<file path="config.mk">
export PLATFORM = sky130hd
export DESIGN_NAME = uart_bus_master
export DESIGN_NICKNAME = d
export VERILOG_FILES = /design/src/rtl/uart_master_pkg.sv /design/src/rtl/uart_resp_ser.sv /design/src/rtl/uart_bus_master.sv
export SDC_FILE = /design/constraint.sdc
export NUM_CORES = 1
export LEC_CHECK = 0
export BUFFER_PORTS_ARGS = -buffer_cell sky130_fd_sc_hd__buf_2
export CORE_ASPECT_RATIO = 2
export CORE_UTILIZATION = 56
export CTS_BUF_LIST = sky130_fd_sc_hd__clkbuf_8
export DETAILED_ROUTE_END_ITERATION = 10
export PLACE_DENSITY = 0.94
export SLEW_MARGIN = 40
export SYNTH_ARGS = -nofsm -noshare
export SYNTH_HDL_FRONTEND = slang
export SYNTH_SLANG_ARGS = --single-unit
</file>
<file path="constraint.sdc">
create_clock -name clk_i -period 2.1 [get_ports clk_i]
set_clock_uncertainty 0.1 [all_clocks]
set_input_delay 0.42 -clock clk_i [delete_from_list [all_inputs] [get_ports clk_i]]
set_output_delay 0.42 -clock clk_i [all_outputs]
set_load 0.01 [all_outputs]
</file>
<file path="src/rtl/uart_master_pkg.sv">
// Shared definitions for the UART bus master: command/response byte codes,
// FSM state encoding and the response serialiser count width.
package uart_master_pkg;

   localparam logic [7:0] CMD_WRITE = 8'h57;
   localparam logic [7:0] CMD_READ  = 8'h52;
   localparam logic [7:0] RSP_ACK   = 8'h06;
   localparam logic [7:0] RSP_NAK   = 8'h15;

   // A response holds at most four bytes, so the count must reach 4.
   localparam int RESP_CNT_W = 3;

   typedef logic [2:0] state_t;

   localparam state_t ST_IDLE  = 3'd0;
   localparam state_t ST_ADDR  = 3'd1;
   localparam state_t ST_DATA  = 3'd2;
   localparam state_t ST_WRITE = 3'd3;
   localparam state_t ST_READ  = 3'd4;
   localparam state_t ST_RESP  = 3'd5;

endpackage

</file>
<file path="src/rtl/uart_resp_ser.sv">
// Response serialiser: loads up to four bytes (LSB first) plus a count and
// hands them out one per tx_valid/tx_ready handshake, pulsing done on the last.
module uart_resp_ser
   import uart_master_pkg::*;
(
   input  logic                  clk_i,
   input  logic                  rst_ni,
   input  logic                  load_i,
   input  logic [31:0]           bytes_i,
   input  logic [RESP_CNT_W-1:0] count_i,
   input  logic                  tx_ready_i,
   output logic [7:0]            tx_byte_o,
   output logic                  tx_valid_o,
   output logic                  done_o
);

   logic [31:0]           buf_q, buf_d;
   logic [RESP_CNT_W-1:0] rem_q, rem_d;
   logic                  valid_q, valid_d;
   logic                  handshake;

   assign handshake = valid_q & tx_ready_i;

   // The outgoing byte always sits in the low lane; each handshake shifts the next one down.
   always_comb begin
      buf_d   = buf_q;
      rem_d   = rem_q;
      valid_d = valid_q;
      if (load_i) begin
         buf_d   = bytes_i;
         rem_d   = count_i;
         valid_d = (count_i != '0);
      end else if (handshake) begin
         buf_d   = {8'h00, buf_q[31:8]};
         rem_d   = rem_q - 1'b1;
         valid_d = (rem_q != 3'd1);
      end
   end

   always_ff @(posedge clk_i or negedge rst_ni) begin
      if (!rst_ni) begin
         buf_q   <= '0;
         rem_q   <= '0;
         valid_q <= 1'b0;
      end else begin
         buf_q   <= buf_d;
         rem_q   <= rem_d;
         valid_q <= valid_d;
      end
   end

   assign tx_byte_o  = buf_q[7:0];
   assign tx_valid_o = valid_q;
   assign done_o     = handshake & (rem_q == 3'd1);

endmodule

</file>
<file path="src/rtl/uart_bus_master.sv">
// UART command decoder acting as register-bus initiator ('W' addr d0..d3 / 'R' addr).
// Optional inter-byte timeout is compiled in with UART_MASTER_TIMEOUT_EN.
module uart_bus_master
   import uart_master_pkg::*;
#(
   parameter int unsigned TIMEOUT_CYCLES = 1_000_000
)
(
   input  logic        clk_i,
   input  logic        rst_ni,
   input  logic [7:0]  rx_byte_i,
   input  logic        rx_valid_i,
   output logic [7:0]  tx_byte_o,
   output logic        tx_valid_o,
   input  logic        tx_ready_i,
   output logic        ren_o,
   output logic        we_o,
   output logic [7:0]  addr_o,
   output logic [31:0] wdata_o,
   input  logic [31:0] rdata_i,
   output logic        busy_o
);

   if (TIMEOUT_CYCLES < 2) begin : g_bad_timeout
      $error("TIMEOUT_CYCLES must be at least 2");
   end

   state_t                state_q, state_d;
   logic [7:0]            addr_q, addr_d;
   logic [31:0]           wdata_q, wdata_d;
   logic                  is_wr_q, is_wr_d;
   logic [1:0]            cnt_q, cnt_d;
   logic                  send_nak;
   logic                  tmo_hit;
   logic                  ser_load;
   logic [31:0]           ser_bytes;
   logic [RESP_CNT_W-1:0] ser_count;
   logic                  ser_done;

   // Command parser; rx strobes outside IDLE/ADDR/DATA fall through and are dropped.
   always_comb begin
      state_d   = state_q;
      addr_d    = addr_q;
      wdata_d   = wdata_q;
      is_wr_d   = is_wr_q;
      cnt_d     = cnt_q;
      send_nak  = 1'b0;
      ser_load  = 1'b0;
      ser_bytes = '0;
      ser_count = '0;
      case (state_q)
         ST_IDLE: begin
            if (rx_valid_i) begin
               if (rx_byte_i == CMD_WRITE) begin
                  state_d = ST_ADDR;
                  is_wr_d = 1'b1;
               end else if (rx_byte_i == CMD_READ) begin
                  state_d = ST_ADDR;
                  is_wr_d = 1'b0;
               end else begin
                  send_nak = 1'b1;
               end
            end
         end
         ST_ADDR: begin
            if (rx_valid_i) begin
               addr_d = rx_byte_i;
               if (is_wr_q) begin
                  state_d = ST_DATA;
                  cnt_d   = 2'd0;
               end else begin
                  state_d = ST_READ;
               end
            end else if (tmo_hit) begin
               send_nak = 1'b1;
            end
         end
         ST_DATA: begin
            if (rx_valid_i) begin
               wdata_d[{cnt_q, 3'b000} +: 8] = rx_byte_i;
               cnt_d = cnt_q + 2'd1;
               if (cnt_q == 2'd3) begin
                  state_d = ST_WRITE;
               end
            end else if (tmo_hit) begin
               send_nak = 1'b1;
            end
         end
         ST_WRITE: begin
            state_d   = ST_RESP;
            ser_load  = 1'b1;
            ser_bytes = {24'h0, RSP_ACK};
            ser_count = 3'd1;
         end
         ST_READ: begin
            state_d   = ST_RESP;
            ser_load  = 1'b1;
            ser_bytes = rdata_i;
            ser_count = 3'd4;
         end
         ST_RESP: begin
            if (ser_done) begin
               state_d = ST_IDLE;
            end
         end
         default: begin
            state_d = ST_IDLE;
         end
      endcase
      if (send_nak) begin
         state_d   = ST_RESP;
         ser_load  = 1'b1;
         ser_bytes = {24'h0, RSP_NAK};
         ser_count = 3'd1;
      end
   end

   always_ff @(posedge clk_i or negedge rst_ni) begin
      if (!rst_ni) begin
         state_q <= ST_IDLE;
         addr_q  <= '0;
         wdata_q <= '0;
         is_wr_q <= 1'b0;
         cnt_q   <= '0;
      end else begin
         state_q <= state_d;
         addr_q  <= addr_d;
         wdata_q <= wdata_d;
         is_wr_q <= is_wr_d;
         cnt_q   <= cnt_d;
      end
   end

`ifdef UART_MASTER_TIMEOUT_EN
   localparam logic [31:0] TMO_LAST = 32'(TIMEOUT_CYCLES - 1);

   logic [31:0] tmo_q, tmo_d;
   logic        in_wait;

   // Counts idle cycles between bytes of a command; any accepted byte restarts it.
   always_comb begin
      in_wait = (state_q == ST_ADDR) || (state_q == ST_DATA);
      tmo_d   = (rx_valid_i || !in_wait) ? 32'd0 : tmo_q + 32'd1;
   end

   assign tmo_hit = in_wait && !rx_valid_i && (tmo_q == TMO_LAST);

   always_ff @(posedge clk_i or negedge rst_ni) begin
      if (!rst_ni) begin
         tmo_q <= '0;
      end else begin
         tmo_q <= tmo_d;
      end
   end
`else
   assign tmo_hit = 1'b0;
`endif

   uart_resp_ser u_resp_ser (
      .clk_i      (clk_i),
      .rst_ni     (rst_ni),
      .load_i     (ser_load),
      .bytes_i    (ser_bytes),
      .count_i    (ser_count),
      .tx_ready_i (tx_ready_i),
      .tx_byte_o  (tx_byte_o),
      .tx_valid_o (tx_valid_o),
      .done_o     (ser_done)
   );

   assign addr_o  = addr_q;
   assign wdata_o = wdata_q;
   assign we_o    = (state_q == ST_WRITE);
   assign ren_o   = (state_q == ST_READ);
   assign busy_o  = (state_q != ST_IDLE);

endmodule

</file>
==> Word-level counts from Yosys, hierarchy flattened <==
Index checks and enable logic that the tools add are counted.
{ "totals": {"mem_bits_rw": 0, "latchBits": 0, "rom_bits": 0, "ff_bits": 82, "output_inout_bits": 52, "word_cells": 79, "n_memories": 0, "inputBits": 44} }
{ "op_classes": {"eq_ne": 19, "div": 0, "reduce_logical": 12, "mux": 33, "bitwise": 2, "n_lt_le_gt_ge": 0, "shift": 2, "n_addsub": 3, "mul": 0} }
{ "op_table": {"columns": ["operator", "count"], "rows": [
  ["2-to-1 mux 32 bit", 3],
  ["case mux 32 bit (2 select lines)", 1],
  ["2-to-1 mux 3 bit", 12],
  ["bitwise mux 32 bit", 1],
  ["variable shift 8 x 7 -> 32 bit, first input constant", 1],
  ["indexed part select 8 x 7 -> 32 bit", 1],
  ["equality test 8 x 7 -> 1 bit, second input constant", 2],
  ["inequality test 3 bit, second input constant", 5],
  ["case mux 3 bit (5 select lines)", 1],
  ["2-to-1 mux 1 bit", 10],
  ["negator 5 -> 7 bit", 1],
  ["equality test 3 x 1 -> 1 bit, second input constant", 2],
  ["equality test 3 x 2 -> 1 bit, second input constant", 2],
  ["equality test 3 bit, second input constant", 2],
  ["2-to-1 mux 2 bit", 3],
  ["inequality test 2 bit, second input constant", 3],
  ["case mux 3 bit (2 select lines)", 1],
  ["AND reduction 6 bit", 1],
  ["nonzero test 2 bit", 3],
  ["nonzero test 3 bit", 2],
  ["inequality test 4 bit, second input constant", 1],
  ["case mux 2 bit (2 select lines)", 1],
  ["AND reduction 2 bit", 2],
  ["AND reduction 4 bit", 1],
  ["8 further kinds", 9]
]} }

==> Logic depth before layout (Yosys ltp) <==
Gate-level depths: netlist of run 1.
{ "depth": {"ltp_word": 8, "ltp_mapped": 8, "depth_no_buf": 6} }

==> Modules after synthesis <==
A second synthesis of run 1 with hierarchy kept.
{ "unflattened": {"cells_unflattened": 426, "hier_area_um2": 4067.7} }
{ "modules_own_cells": {"columns": ["mod", "n_inst", "seq_area_each_um2", "area_each_um2", "cells_each"], "rows": [
  ["uart_bus_master", 1, 1151.1, 2353.5, 256],
  ["uart_resp_ser", 1, 900.9, 1714.1, 170]
]} }

==> Least setup slack after synthesis of run 1 <==
Ideal clock, no wire load.
{ "synth_path": {"kind": "reg-to-reg", "start": "register cnt_q[0]", "end": "register wdata_q[0], in the netlist wdata_o[0]", "arrival_time_ns": 1.666, "synth_period_minus_slack_ns": 1.842, "stages_incl_launch_ff": 6, "path_slack_ns": 0.258, "path_buffers": 0, "setup_ns": 0.076, "cell_sequence": "dfrtp_1 > inv_1 > ha_1 > nor3b_1 > nand3_1 > o21ai_1"} }
{ "synth_via": {"elab_chain_cells": 3, "word_cells_on_any_way": 4} }
{ "synth_rtl": {"columns": ["element", "line", "rtl"], "rows": [
  ["from (decl)", "uart_bus_master.sv:32", "logic [1:0] cnt_q, cnt_d;"],
  ["from (signal assigned)", "uart_bus_master.sv:130", "cnt_q <= cnt_d;"],
  ["negator 5 -> 7 bit *", "uart_bus_master.sv:80", "wdata_d[{cnt_q, 3'b000} +: 8] = rx_byte_i;"],
  ["indexed part select 8 x 7 -> 32 bit or variable shift 8 x 7 -> 32 bit (tied branches)", "uart_bus_master.sv:80", null],
  ["bitwise mux 32 bit *", "uart_bus_master.sv:80", null],
  ["to (signal assigned)", "uart_bus_master.sv:128", "wdata_q <= wdata_d;"],
  ["to (decl)", "uart_bus_master.sv:30", "logic [31:0] wdata_q, wdata_d;"]
]} }
Every way passes the cells marked *; elsewhere a longest branch is shown, timed or not.
A chain may end at the register's enable or synchronous reset.

==> Final worst setup path of run 1 <==
{ "layout_path": {"start": "register cnt_q[0]", "end": "register wdata_q[20], in the netlist wdata_o[20]"} }
The elaborated chain is that of the path after synthesis.

==> flow_summary.yaml, run 1 <==
placement:
  numPortBuffers: 95
  place_ws_ps: 45.0
  finalWeightedCongestion: 0.832
  numPlacedInstances: 569
  detailed_place_hpwl_um: 7450
  post_dp_cell_area_um2: 4660
floorplan:
  fp.dieW_um: 62.7
  floorplan.initialDensity_pct: 58.5
  fp.dieArea_um2: 7730
  top_level_ports: 96
  chipHeight_um: 123
  placeableCoreArea_um2: 7050
  num_rows: 43
grt:
  vias_in_the_first_global_route: 3523
  overflow_after_grt: 0
  global_route.usage.total_pct: 28.0
  antenna_found_initial: 0
  grt_max_degree: 45
  grt_first_pass_wirelength_um: 16500
cells_and_area:
  final_nets: 544
  area_growth_syn_to_layout_pct: 18.4
  layout_cell_share_with_drive_strength_beyond_1_pct: 37.2
  post_layout_utilization_of_the_core_pct: 69.3
  finalInstanceArea_um2: 4880
  layoutNonFillerInstCount: 587
  most_frequent_cells_in_the_layout: "94 x sky130_fd_sc_hd__buf_2, 79 x sky130_fd_sc_hd__dfrtp_1, 55 x sky130_fd_sc_hd__nand3_1, 39 x sky130_fd_sc_hd__inv_1, 29 x sky130_fd_sc_hd__o21ai_0"
  layout.cells.most_common: "sky130_fd_sc_hd__buf_2"
  filler_cell_count: 518
  number_of_antenna_cells_inserted: 0
route:
  dr.pass1.iters: 5
  postRouteAntennaNets: 0
  avgRoutedWirePerCell_um: 17.4
  num_vias: 3496
  avgViaCountPerCell: 5.96
  drt_iter0_markers: 279
  routed_wirelength_um: 10200
  drcViolationCount: 0
worst_setup_path:
  cp_cell_sequence: "inv_1 > ha_1 > nor3b_2 > buf_4 > nand3_1 > o21ai_0"
  cp_slowest_stage_delay_ps: 480
  crit_slowest_cell: "sky130_fd_sc_hd__dfrtp_1"
  cp.arrival_ps: 2140
  setup.worst_path.class: "flop to flop"
  worst_setup_end_kind: "flop"
  critPathRequiredTime_ps: 2250
  crit_path_start_kind: "flop"
  timing.critical_path.fanout_max: 8
timing:
  maxClockFrequency_ghz: 0.503
  setup_violations: 0
  hold_viol: 0
  setup_total_negative_slack_ps: 0
  grt_setup_unrepaired: "no"
  finalMaxSlewViolations: 0
  final.period_utilization_pct: 94.6
  min_period_ps: 1990
  timing.slew.headroom_pct: 61.0
  worst_tran_pin_value_ps: 584
  post-route-worst-setup-slack_ps: 113
power:
  worst_ir_drop_vdd_uv: 803
  leakagePower_nw: 2.32
  pwr_cell_area_nw_per_um2: 1090
synthesis:
  syn-cell-area_um2: 4120
  synth_top_flop_cell: "sky130_fd_sc_hd__dfrtp_1"
  edff_count_synth: 0
  ys_ff_latch: 82
  number_of_warnings_reported_in_the_yosys_synthesis_log: 0
  synth_area_per_cell_um2: 10.3
  syn-num-nets: 454
  synthArstFlopShare_pct: 100
  syn-instance-count: 402
  synth-seq-area-share_pct: 49.8
  synthDistinctLibCells: 48
clocking:
  cts_num_sinks: 82
  clock-root-buffer: "sky130_fd_sc_hd__clkbuf_8"
  deepest_level_of_the_cts_h_tree: 3
  cts_max_path_buffers: 2
  cts_tree: "built"
  cts-buffers-inserted: 9
  clkLatencyLatePin_ps: 350
  clock_pin_slew_of_the_registers_on_the_worst_case_setup_and_hold_paths_ps: 90
worst_hold_path:
  min-delay-path-class: "primary input to flop"
run_status:
  outcome: "finished, final reports clean"
job:
  max_cap_violations: 0
==> area by class of cell <==
| cell class | count | area (um2) | area share (%) |
|---|---|---|---|
| timing repair buffer | 118 | 666 | 13.6 |
| multi-input combinational | 241 | 1710 | 35.1 |
| tap | 90 | 113 | 2.31 |
| inverter | 40 | 158 | 3.23 |
| clock buffer | 9 | 124 | 2.54 |
| clock inverter | 7 | 51.3 | 1.05 |
| sequential | 82 | 2060 | 42.1 |
==> repair_timing <==
action	CTS	global route
pin swaps	0	0
buffers inserted	1	0
resized for setup	4	9
hold endpoints to repair	42	0
endpoints found under the setup margin	2	16
hold buffers	1	0
cloned	0	0
==> layer usage <==
layer  vias up  track usage [%]  routed length [um]
li1       1595                -                   -
met1      1668             30.0                3640
met2       183             50.0                5420
met3        50             5.54                 605
met4         0             17.6                 524
met5         -                0                   0
==> cell families (layout without fill, tap and decap cells) <==
| group | after synthesis | after routing | synth area share, % |
|---|---|---|---|
| AO/OA/AOI/OAI | 101 | 101 | 17.3 |
| adder cells (fa/ha/maj) | 8 | 8 | 2.43 |
| AND/OR/NAND/NOR | 118 | 118 | 17.6 |
| multiplexers | 11 | 11 | 2.98 |
| buffers and inverters | 79 | 174 | 9.32 |
| flip-flops | 82 | 82 | 49.8 |
| XOR/XNOR | 3 | 3 | 0.638 |
==> final timing paths <==
check,from,to,slack [ps],cells past startpoint
hold reg to reg,u_resp_ser.buf_q[24]$_DFFE_PN0P_,u_resp_ser.buf_q[24]$_DFFE_PN0P_,410,1
min in group asynchronous,rst_ni,wdata_o[6]$_DFFE_PN0P_,510,2
setup / recovery,cnt_q[0]$_DFFE_PN0P_,wdata_o[20]$_DFFE_PN0P_,110,6
setup reg to reg,cnt_q[0]$_DFFE_PN0P_,wdata_o[20]$_DFFE_PN0P_,110,6
max in group asynchronous,rst_ni,u_resp_ser.buf_q[3]$_DFFE_PN0P_,800,3
hold / removal,rdata_i[26],u_resp_ser.buf_q[26]$_DFFE_PN0P_,190,2
==> critical path, delay by kind of cell (launching register included) <==
kind / cells / cell delay [ps]
fa+ha+maj: 1 / 410
compound gates: 1 / 120
flops: 1 / 480
simple gates: 2 / 380
buf+inv: 2 / 400
==> through the flow <==
stage / power [mW] / hold slack (ps)
after floorplan: 3.77 / 24.4
after global placement: 4.13 / 349
after detailed placement: 4.25 / 360
after CTS: 5.32 / 168
after global routing: 5.60 / 173
final: 5.31 / 188
==> cells in the mapped netlist, types with 3 or more instances <==
cell | n | area [um2]
sky130_fd_sc_hd__a211oi_1 | 3 | 22.5
sky130_fd_sc_hd__a21oi_1 | 6 | 30.0
sky130_fd_sc_hd__a22o_1 | 8 | 70.1
sky130_fd_sc_hd__a22oi_1 | 20 | 150
sky130_fd_sc_hd__a2bb2oi_1 | 20 | 175
sky130_fd_sc_hd__and2_1 | 4 | 25.0
sky130_fd_sc_hd__and3_1 | 3 | 18.8
sky130_fd_sc_hd__buf_1 | 3 | 11.3
sky130_fd_sc_hd__buf_2 | 11 | 55.1
sky130_fd_sc_hd__buf_4 | 13 | 97.6
sky130_fd_sc_hd__buf_6 | 3 | 33.8
sky130_fd_sc_hd__clkbuf_1 | 9 | 33.8
sky130_fd_sc_hd__dfrtp_1 | 82 | 2050
sky130_fd_sc_hd__ha_1 | 8 | 100
sky130_fd_sc_hd__inv_1 | 39 | 146
sky130_fd_sc_hd__mux2_2 | 10 | 113
sky130_fd_sc_hd__nand2_1 | 6 | 22.5
sky130_fd_sc_hd__nand3_1 | 55 | 275
sky130_fd_sc_hd__nor2_1 | 5 | 18.8
sky130_fd_sc_hd__nor3_1 | 3 | 15.0
sky130_fd_sc_hd__nor3b_1 | 3 | 22.5
sky130_fd_sc_hd__o21ai_0 | 29 | 145
sky130_fd_sc_hd__o21ai_1 | 7 | 35.0
sky130_fd_sc_hd__or2_2 | 21 | 131
==> flip-flops by register name (all words and copies together) (netlist names) <==
register               count
u_resp_ser.buf_q          32
cnt_q                      2
addr_o                     8
wdata_o                   32
u_resp_ser.tx_valid_o      1
u_resp_ser.rem_q           3
is_wr_q                    1
state_q                    3
==> report_power, final <==
| part | switching (mW) | internal, mW |
|---|---|---|
| registers | 0.308 | 2.03 |
| clock network | 0.583 | 0.435 |
| logic | 0.996 | 0.958 |
| total | 1.89 | 3.42 |
Power figures use the tool's default switching activity.
==> run 2, diff against run 1 <==
- CELL_PAD_IN_SITES_DETAIL_PLACEMENT: default -> 0
- CELL_PAD_IN_SITES_GLOBAL_PLACEMENT: default -> 1
- CORE_UTILIZATION: 56 -> 43
==> flow_summary.yaml, run 2 (synthesis gave the netlist of run 1 again) <==
clocking:
  clock_pin_slew_of_the_registers_on_the_worst_case_setup_and_hold_paths_ps: 80
  clock-root-buffer: "sky130_fd_sc_hd__clkbuf_8"
  cts-buffers-inserted: 9
  cts_max_path_buffers: 2
  cts_tree: "built"
  cts_num_sinks: 82
  deepest_level_of_the_cts_h_tree: 3
  clkLatencyLatePin_ps: 350
cells_and_area:
  multi_input_area_um2: 1690
  area_growth_syn_to_layout_pct: 19.3
  number_of_antenna_cells_inserted: 0
  area.sequential_um2: 2050
  filler_cell_count: 840
  most_frequent_cells_in_the_layout: "94 x sky130_fd_sc_hd__buf_2, 80 x sky130_fd_sc_hd__dfrtp_1, 55 x sky130_fd_sc_hd__nand3_1, 40 x sky130_fd_sc_hd__inv_1, 29 x sky130_fd_sc_hd__o21ai_0"
  final_nets: 544
  layout_cell_share_with_drive_strength_beyond_1_pct: 35.5
  layout.cells.most_common: "sky130_fd_sc_hd__buf_2"
worst_setup_path:
  cp_slowest_stage_delay_ps: 540
  setup.worst_path.class: "flop to output pin"
  cpLargestDelayFamily: "flip-flops"
  cp.arrival_ps: 1470
  crit_slowest_cell: "sky130_fd_sc_hd__dfrtp_1"
  crit_path_start_kind: "flop"
  critPathRequiredTime_ps: 1580
  cp_cell_sequence: "and3b_2 > buf_2"
  timing.critical_path.fanout_max: 11
  cp_num_buf_inv: 1
  worst_setup_end_kind: "output pin"
floorplan:
  top_level_ports: 96
  placeableCoreArea_um2: 9320
  fp.dieArea_um2: 10000
  chipHeight_um: 140
  floorplan.initialDensity_pct: 44.2
  num_rows: 50
  fp.dieW_um: 71.2
timing:
  grt_setup_unrepaired: "no"
  hold_viol: 0
  fin_hold_ws_ps: 187
  final.period_utilization_pct: 94.6
  timing.slew.headroom_pct: 67.4
  maxClockFrequency_ghz: 0.503
  worst_tran_pin_value_ps: 489
  setup_total_negative_slack_ps: 0
  finalMaxSlewViolations: 0
  min_period_ps: 1990
  setup_violations: 0
grt:
  vias_in_the_first_global_route: 3350
  grt_first_pass_wirelength_um: 16800
  global_route.usage.total_pct: 21.7
  antenna_found_initial: 0
  overflow_after_grt: 0
  grt_max_degree: 37
power:
  pwr_cell_area_nw_per_um2: 1120
  worst_ir_drop_vdd_uv: 787
  leakagePower_nw: 2.34
route:
  postRouteAntennaNets: 0
  routed_wirelength_um: 10100
  drcViolationCount: 8
  avgRoutedWirePerCell_um: 16.9
  drt_iter0_markers: 178
  dr.pass1.iters: 8
  num_vias: 3319
  avgViaCountPerCell: 5.53
job:
  max_cap_violations: 0
run_status:
  outcome: "complete, but fails checks"
  violations: "design-rule violations"
worst_hold_path:
  min-delay-path-class: "primary input to flop"
placement:
  finalWeightedCongestion: 0.796
  numPortBuffers: 95
  detailed_place_hpwl_um: 7450
## run 2: power breakdown
part / internal, mW / switching [mW]
clock network: 0.693 / 0.561
registers: 2.02 / 0.324
logic: 0.957 / 0.962
## run 2: routing by layer
layer,vias to the layer above,part of all wire (%),track usage [%]
met2,102,56,39.9
met3,13,4.0,3.38
li1,1585,-,-
met5,-,0,0
met1,1619,38,24.5
met4,0,1.5,8.21
## run 2: worst reg2reg max path, delay by kind of cell, from the launching register on
kind	cells	cell delay, ps
buf+inv	2	220
compound gates	1	190
simple gates	4	850
flops	1	520
## run 2: path summary, 6_finish.rpt
check / start / end / slack [ps] / depth (start not counted)
max: state_q[2]$_DFFE_PN0P_ / we_o / 110 / 2
min: rdata_i[28] / u_resp_ser.buf_q[28]$_DFFE_PN0P_ / 190 / 2
max reg2reg: state_q[0]$_DFFE_PN0P_ / u_resp_ser.buf_q[29]$_DFFE_PN0P_ / 150 / 7
min reg2reg: u_resp_ser.buf_q[28]$_DFFE_PN0P_ / u_resp_ser.buf_q[28]$_DFFE_PN0P_ / 400 / 1
max in group asynchronous: rst_ni / u_resp_ser.buf_q[14]$_DFFE_PN0P_ / 880 / 3
min in group asynchronous: rst_ni / wdata_o[17]$_DFFE_PN0P_ / 460 / 2
## run 2: final cells by class
| cell class | count | share of cell area [%] |
|---|---|---|
| sequential | 82 | 41.8 |
| tap | 104 | 2.65 |
| inverter | 40 | 3.16 |
| clock buffer | 10 | 2.80 |
| timing repair buffer | 118 | 13.5 |
| clock inverter | 5 | 1.63 |
| multi-input combinational | 241 | 34.4 |
## run 2: timing repair
action | CTS | global route
buffers inserted | 2 | 0
pin swaps | 0 | 0
endpoints found under the setup margin | 2 | 20
hold buffers | 1 | 0
hold endpoints to repair | 33 | 0
resized for setup | 3 | 1
## run 2: stage by stage
| stage | setup slack, ps | total power [mW] | utilization, % | std cells | area (um2) |
|---|---|---|---|---|---|
| final | 113 | 5.52 | 52.7 | 600 | 4920 |
| after global routing | 4.14 | 5.84 | 52.7 | 600 | 4920 |
| after CTS | 89.2 | 5.56 | 52.7 | 600 | 4910 |
| after detailed placement | 58.2 | 4.27 | 50.1 | 582 | 4670 |
| after global placement | 113 | 4.16 | 50.1 | 582 | 4670 |
| after floorplan | 258 | 3.77 | - | 402 | 4120 |
